==> src/rtl/commit_monitor.sv <==
// Retire-side monitor: counts cycles/instructions, queues commit records in a
// multi-write trace FIFO and decides when the run ends (error or watchdog).
package commit_monitor_pkg;
   typedef enum logic [3:0] {
      NO_ERROR     = 4'd0,
      ILLEGAL_INST = 4'd1,
      LOAD_FAULT   = 4'd2,
      STORE_FAULT  = 4'd3,
      ECALL_TRAP   = 4'd4
   } exception_code_e;
endpackage

// Per-lane write slot: lane i lands at wptr+i when the group is accepted.
module commit_monitor_lane #(
   parameter int DEPTH = 16,
   parameter int LANE  = 0,
   parameter int NW    = 2
) (
   input  logic                     push,
   input  logic [NW-1:0]            n,
   input  logic [$clog2(DEPTH)-1:0] wptr,
   output logic                     we,
   output logic [$clog2(DEPTH)-1:0] idx
);
   localparam int PW = $clog2(DEPTH);
   assign we  = push && (int'(n) > LANE);
   assign idx = wptr + PW'(LANE);
endmodule

module commit_monitor
   import commit_monitor_pkg::*;
#(
   parameter int WAYS       = 3,
   parameter int XLEN       = 32,
   parameter int DEPTH      = 16,
   parameter int CNT_W      = 64,
   parameter int WDOG_LIMIT = 50_000_000
) (
   input  logic                       clock,
   input  logic                       reset_n,
   input  logic [WAYS-1:0]            commit_valid,
   input  logic [WAYS-1:0]            commit_wr_en,
   input  logic [WAYS-1:0][4:0]       commit_arn,
   input  logic [WAYS-1:0][XLEN-1:0]  commit_pc,
   input  logic [WAYS-1:0][XLEN-1:0]  commit_data,
   input  exception_code_e            error_status,
   output logic                       trace_valid,
   input  logic                       trace_ready,
   output logic [XLEN-1:0]            trace_pc,
   output logic [XLEN-1:0]            trace_data,
   output logic [4:0]                 trace_arn,
   output logic                       trace_wr_en,
   output logic [CNT_W-1:0]           cycle_count,
   output logic [CNT_W-1:0]           instr_count,
   output logic [CNT_W-1:0]           drop_count,
   output logic                       overflow,
   output logic                       halted,
   output logic [1:0]                 halt_cause,
   output exception_code_e            halt_code
);
   localparam int PW = $clog2(DEPTH);
   localparam int CW = PW + 1;
   localparam int NW = $clog2(WAYS + 1);
   localparam int IW = $clog2(WDOG_LIMIT + 1);

   typedef struct packed {
      logic [XLEN-1:0] pc;
      logic [XLEN-1:0] data;
      logic [4:0]      arn;
      logic            wr_en;
   } rec_t;

   typedef enum logic [1:0] {RUN, DRAIN, HALTED} state_e;

   state_e               state, state_nx;
   rec_t                 mem [DEPTH];
   rec_t                 head;
   logic [PW-1:0]        wptr, rptr;
   logic [CW-1:0]        count, free;
   logic [IW-1:0]        idle;
   logic [NW-1:0]        n;
   logic                 run, fits, push, drop, pop, err, wdog;
   logic [WAYS-1:0]      lane_we;
   logic [WAYS-1:0][PW-1:0] lane_idx;

   always_comb begin
      n = '0;
      for (int i = 0; i < WAYS; i++) n = n + NW'(commit_valid[i]);
   end

   // Free space is judged on the pre-pop count, so a full FIFO drops even if it pops this cycle.
   assign run         = (state == RUN);
   assign free        = CW'(DEPTH) - count;
   assign fits        = (free >= CW'(n));
   assign push        = run && (n != '0) && fits;
   assign drop        = run && (n != '0) && !fits;
   assign trace_valid = (count != '0);
   assign pop         = trace_valid && trace_ready;
   assign err         = (error_status != NO_ERROR);
   assign wdog        = (idle == IW'(WDOG_LIMIT - 1)) && (n == '0);

   for (genvar g = 0; g < WAYS; g++) begin : g_lane
      commit_monitor_lane #(.DEPTH(DEPTH), .LANE(g), .NW(NW)) u_lane (
         .push (push),
         .n    (n),
         .wptr (wptr),
         .we   (lane_we[g]),
         .idx  (lane_idx[g])
      );
   end

   always_comb begin
      state_nx = state;
      case (state)
         RUN:     if (err || wdog) state_nx = DRAIN;
         DRAIN:   if (count == '0) state_nx = HALTED;
         HALTED:  state_nx = HALTED;
         default: state_nx = RUN;
      endcase
   end

   always_ff @(posedge clock) begin
      if (!reset_n) begin
         state       <= RUN;
         wptr        <= '0;
         rptr        <= '0;
         count       <= '0;
         idle        <= '0;
         cycle_count <= '0;
         instr_count <= '0;
         drop_count  <= '0;
         overflow    <= 1'b0;
         halt_cause  <= 2'd0;
         halt_code   <= NO_ERROR;
      end else begin
         state <= state_nx;
         if (pop)  rptr <= rptr + 1'b1;
         if (push) wptr <= wptr + PW'(n);
         count <= count + (push ? CW'(n) : CW'(0)) - (pop ? CW'(1) : CW'(0));
         if (run) begin
            cycle_count <= cycle_count + 1'b1;
            instr_count <= instr_count + CNT_W'(n);
            idle        <= (n != '0) ? '0 : idle + 1'b1;
            if (drop) begin
               drop_count <= drop_count + CNT_W'(n);
               overflow   <= 1'b1;
            end
            // Error outranks a coincident watchdog expiry.
            if (err) begin
               halt_cause <= 2'd1;
               halt_code  <= error_status;
            end else if (wdog) begin
               halt_cause <= 2'd2;
               halt_code  <= NO_ERROR;
            end
         end
      end
   end

   always_ff @(posedge clock) begin
      for (int i = 0; i < WAYS; i++)
         if (lane_we[i])
            mem[lane_idx[i]] <= '{pc: commit_pc[i], data: commit_data[i],
                                  arn: commit_arn[i], wr_en: commit_wr_en[i]};
   end

   // Storage is not reset; gating on trace_valid keeps the head outputs at 0 when empty.
   assign head        = mem[rptr];
   assign trace_pc    = trace_valid ? head.pc    : '0;
   assign trace_data  = trace_valid ? head.data  : '0;
   assign trace_arn   = trace_valid ? head.arn   : '0;
   assign trace_wr_en = trace_valid ? head.wr_en : 1'b0;
   assign halted      = (state == HALTED);
endmodule

==> config.mk <==
export PLATFORM = sky130hd
export DESIGN_NAME = commit_monitor
export DESIGN_NICKNAME = d
export VERILOG_FILES = /design/src/rtl/commit_monitor.sv
export SDC_FILE = /design/constraint.sdc
export NUM_CORES = 2
export LEC_CHECK = 0
export CAP_MARGIN = 20
export CORE_MARGIN = 2
export CORE_UTILIZATION = 50
export CTS_BUF_LIST = sky130_fd_sc_hd__clkbuf_8
export DETAILED_ROUTE_END_ITERATION = 10
export GPL_ROUTABILITY_DRIVEN = 0
export GPL_TIMING_DRIVEN = 0
export PLACE_DENSITY = 0.79
export REMOVE_ABC_BUFFERS = 1
export SYNTH_ARGS = -nofsm -noshare
export SYNTH_HDL_FRONTEND = slang
export SYNTH_HIERARCHICAL = 1
export SYNTH_SLANG_ARGS = --single-unit
==> constraint.sdc <==
create_clock -name clock -period 7.22 [get_ports clock]
set_input_delay 1.444 -clock clock [delete_from_list [all_inputs] [get_ports clock]]
set_output_delay 1.444 -clock clock [all_outputs]
set_load 0.02 [all_outputs]
==> flow_summary_export.csv <==
group,metric,value,unit
clocking,hold_buffers,0,
sta,hold_viol_final,0,
pwr,power_leakage,31.33,nW
floorplanning,dieHeight,401.3,µm
drt,dr.first_iter.drc_count,9771,
clocking,clock_sinks,1364,
final_layout,mostFrequentLayoutCell,"mux2i_1",
grt,grt_max_degree,99,
sta,clock-skew-final,0.1042,ns
clocking,root_buffer,"clkbuf_8",
floorplanning,initial_utilization,0.5040,
sta,pin_slew_with_the_least_headroom_to_its_limit,1.151,ns
drt,drt_pass1_iterations,9,
synthesis,synth-edff-count,1120,
floorplanning,rows,145,
critical_path,worst_path_dominant_cell_family,"simple AND/OR/NAND/NOR gates",
placement,dpl.hpwl,174.9,mm
synthesis,post_synth_inst_count,7196,
synthesis,synth-seq-area-share,0.4881,
pwr,clk_network_pwr_share,0.261,
sta,finalSetupViolCount,0,
critical_path,critical_path_source_type,"input port",
synthesis,synthesis.yosys.warnings,6,
clocking,ctsLongestPathBuffers,3,
synthesis,synthArstFlopShare,0,
critical_path,critical-path-max-stage-delay,0.90,ns
final_layout,most-common-layout-cells,"1153 x mux2i_1, 1120 x edfxtp_1, 693 x nand2_1, 685 x nor2_1, 661 x a21oi_1",
critical_path,timing.setup.critical_path_class,"input port to register",
final_layout,design.final.nets,7612,
drt,drcViolationCount,0,
placement,placedInstanceArea,87800,µm²
floorplanning,num_io_pins,491,
final_layout,area_delta_synth_final,16.67,%
pwr,p_total,25.25,mW
clocking,clk_pin_slew_worst_paths,0.06,ns
drt,drt_wl_total,283.1,mm
final_layout,filler_cell_count,12360,
floorplanning,core_region_area,156600,µm²
critical_path,timing.rr.end,"mem[3][66]",
sta,worst_hold_slack,0.4647,ns
critical_path,timing.reg2reg.worst_path_depth,15,
synthesis,netlist_cell_types,72,
sta,max-slew-margin-rel,0.2329,
pwr,sw_share,0.3447,
final_layout,layout-drive-gt1-share,0.1303,
sta,timing_max_transition_violations_final,0,
sta,timing.final.ws_setup,0.4627,ns
placement,detailedPlace.worstSlack,-0.6850,ns
pwr,max-vdd-ir-drop,0.4017,mV
grt,via_count_of_the_first_global_routing_pass,62180,
critical_path,cp.arrival,7.42,ns
critical_path,crit_buf_inv,6,
pwr,internal_power,16.55,mW
drt,vias_per_cell,6.645,
pwr,combPwrFrac,0.344,
critical_path,slowest_cell_on_crit_path,"nor2b_4",
pwr,netSwitchingPower,8.705,mW
clocking,worst_skew_pair.late_latency,1.03,ns
final_layout,design_area,92070,µm²
grt,grt_pass1_wl,407.8,mm
clocking,post-cts-setup-buffers,0,
clocking,resize_count_post_cts,0,
floorplanning,die_w,401.3,µm
grt,grt_antenna_before_repair,38,
synthesis,synthFlopType,"edfxtp_1",
sta,finalCriticalPeriod,6.757,ns
critical_path,timing.critical_path.to,"mem[3][66]",
placement,placed_cells,9189,
critical_path,timing.critical_path.depth,15,
placement,port_buffers,490,
sta,grt_setup_unrepaired,"false",
worst_hold_path,min-delay-path-class,"register to register",
synthesis,ys_ff_latch,1364,
drt,average_detailed_routed_wire_length_per_instance,29.40,µm
final_layout,layoutNonFillerInstCount,9630,
pwr,power.density_cell_area,274.2,nW/µm²
critical_path,critical_path.max_fanout,20,
grt,gr-total-overflow,0,
sta,max_freq,148.0,MHz
critical_path,crit_start,"commit_valid[1]",
critical_path,cp.required,7.88,ns
drt,antenna_left,0,
pwr,seqPwrFrac,0.394,
clocking,cts_tree,"yes",
drt,vias,63990,
clocking,cts_buffers,228,
clocking,cts_max_level,4,
sta,fin_crit_sh,0.9359,
critical_path,crit-reg2reg-launch,"count[3]",
job,maxCapViolCount,0,
synthesis,syn_area,78920,µm²
critical_path,worstPathCellList,"clkdlybuf4s50_1 > fa_1 > inv_1 > ha_1 > inv_1 > o211a_1 > a22o_1 > nor2_1 > and2_1 > nor3b_1 > buf_2 > nor2b_4 > a311o_2 > buf_12 > buf_12",
grt,overall_fraction_of_global_route_tracks_in_use,0.3412,
floorplanning,die-area,161000,µm²
status,status,"completed",
critical_path,end_kind,"register",
critical_path,ff2ff_setup_slack,1.43,ns
synthesis,syn_area_cell,10.97,µm²
-- metal layers --
| metal | up-vias | track usage | part of all wire |
|---|---|---|---|
| met5 | - | 0 | 0.00090 |
| met4 | 42 | 0.1658 | 0.054 |
| met3 | 1067 | 0.1179 | 0.16 |
| met2 | 5225 | 0.5087 | 0.44 |
| met1 | 30670 | 0.4443 | 0.35 |
| li1 | 26980 | - | - |
-- metrics by stage --
step	TNS (ns)	util
2_1_floorplan	-5064.32	-
3_3_place_gp	-	0.5307
3_5_place_dp	-71.94	0.5608
4_1_cts	0	0.5876
5_1_grt	0	0.5879
6_report	0	0.5881
-- worst min path at each step --
| stage | startpoint | endpoint | slack (ns) | cells after the start |
|---|---|---|---|---|
| after detailed placement | drop_count[63] | drop_count[63] | 0.46 | 2 |
| after global placement | halt_code[3] | halt_code[3] | 0.45 | 2 |
| after global routing | drop_count[63] | drop_count[63] | 0.49 | 2 |
| after floorplan | state[1] | state[1] | 0.45 | 2 |
| final | halt_code[0] | halt_code[0] | 0.46 | 2 |
| after CTS | halt_code[2] | halt_code[2] | 0.47 | 2 |
-- worst min-delay path, stage by stage, from the launching register on --
cell and delay [ns]:
dfxtp_1 0.31, nand2_1 0.05, o21ai_0 0.06
-- cell type report --
class | count | area [µm²] | share of cell area
Multi-Input combinational cell | 4963 | 37190 | 0.4040
Clock buffer | 235 | 3234 | 0.03513
Timing Repair Buffer | 759 | 9321 | 0.1012
Clock inverter | 178 | 969.7 | 0.01053
Sequential cell | 1364 | 38530 | 0.4185
Inverter | 46 | 180.2 | 0.001957
Antenna cell | 27 | 67.56 | 0.0007338
Tap cell | 2058 | 2575 | 0.02797
-- synthesized netlist by cell type (all sizes together), types with 16 or more instances --
master  count  share of area
o311ai     21         0.0024
mux4      350           0.10
or4        46         0.0044
o31ai      39         0.0037
nand2b     47         0.0037
and3       19         0.0015
or3        41         0.0033
xnor2      24         0.0027
ha         25         0.0040
nand3     106         0.0068
nor2      697          0.033
nand2     708          0.034
edfxtp   1120           0.43
a21oi     661          0.042
inv        45         0.0021
dfxtp     244          0.062
xor2       55         0.0061
and4       23         0.0026
nor4       44         0.0051
clkbuf    567          0.027
o41ai      27         0.0031
and2       88         0.0070
mux2i    1153           0.15
o21ai     609          0.039
nand4      85         0.0078
nor3       16         0.0013
buf       256          0.015
-- registers in the layout, summed over array words and instances (netlist names), named ones only --
signal	count
idle	26
halt_cause	2
count	5
halt_code	4
cycle_count	64
wptr	4
mem	1120
state	2
instr_count	64
drop_count	64
rptr	4
overflow	1
-- cell families (layout without fill, tap and decap cells) --
family,count (synthesis),count (layout),synth area share
flip-flops,1364,1364,0.4881
AO/OA/AOI/OAI,1401,1401,0.09424
buffers and inverters,869,1218,0.04408
multiplexers,1504,1504,0.2463
adder cells (fa/ha/maj),30,30,0.005232
XOR/XNOR,79,79,0.008767
other,0,27,0
AND/OR/NAND/NOR,1949,1949,0.1134
-- power groups by stage --
stage / clock [mW] / combinational, mW / sequential, mW
final: 6.60 / 8.70 / 9.96
after global routing: 6.93 / 9.03 / 10.0
after CTS: 6.59 / 8.55 / 9.96
after detailed placement: 0 / 8.53 / 10.1
after global placement: 0 / 8.14 / 10.7
after floorplan: 0 / 5.19 / 10.4
No activity file was read; power rests on OpenSTA's default activity.
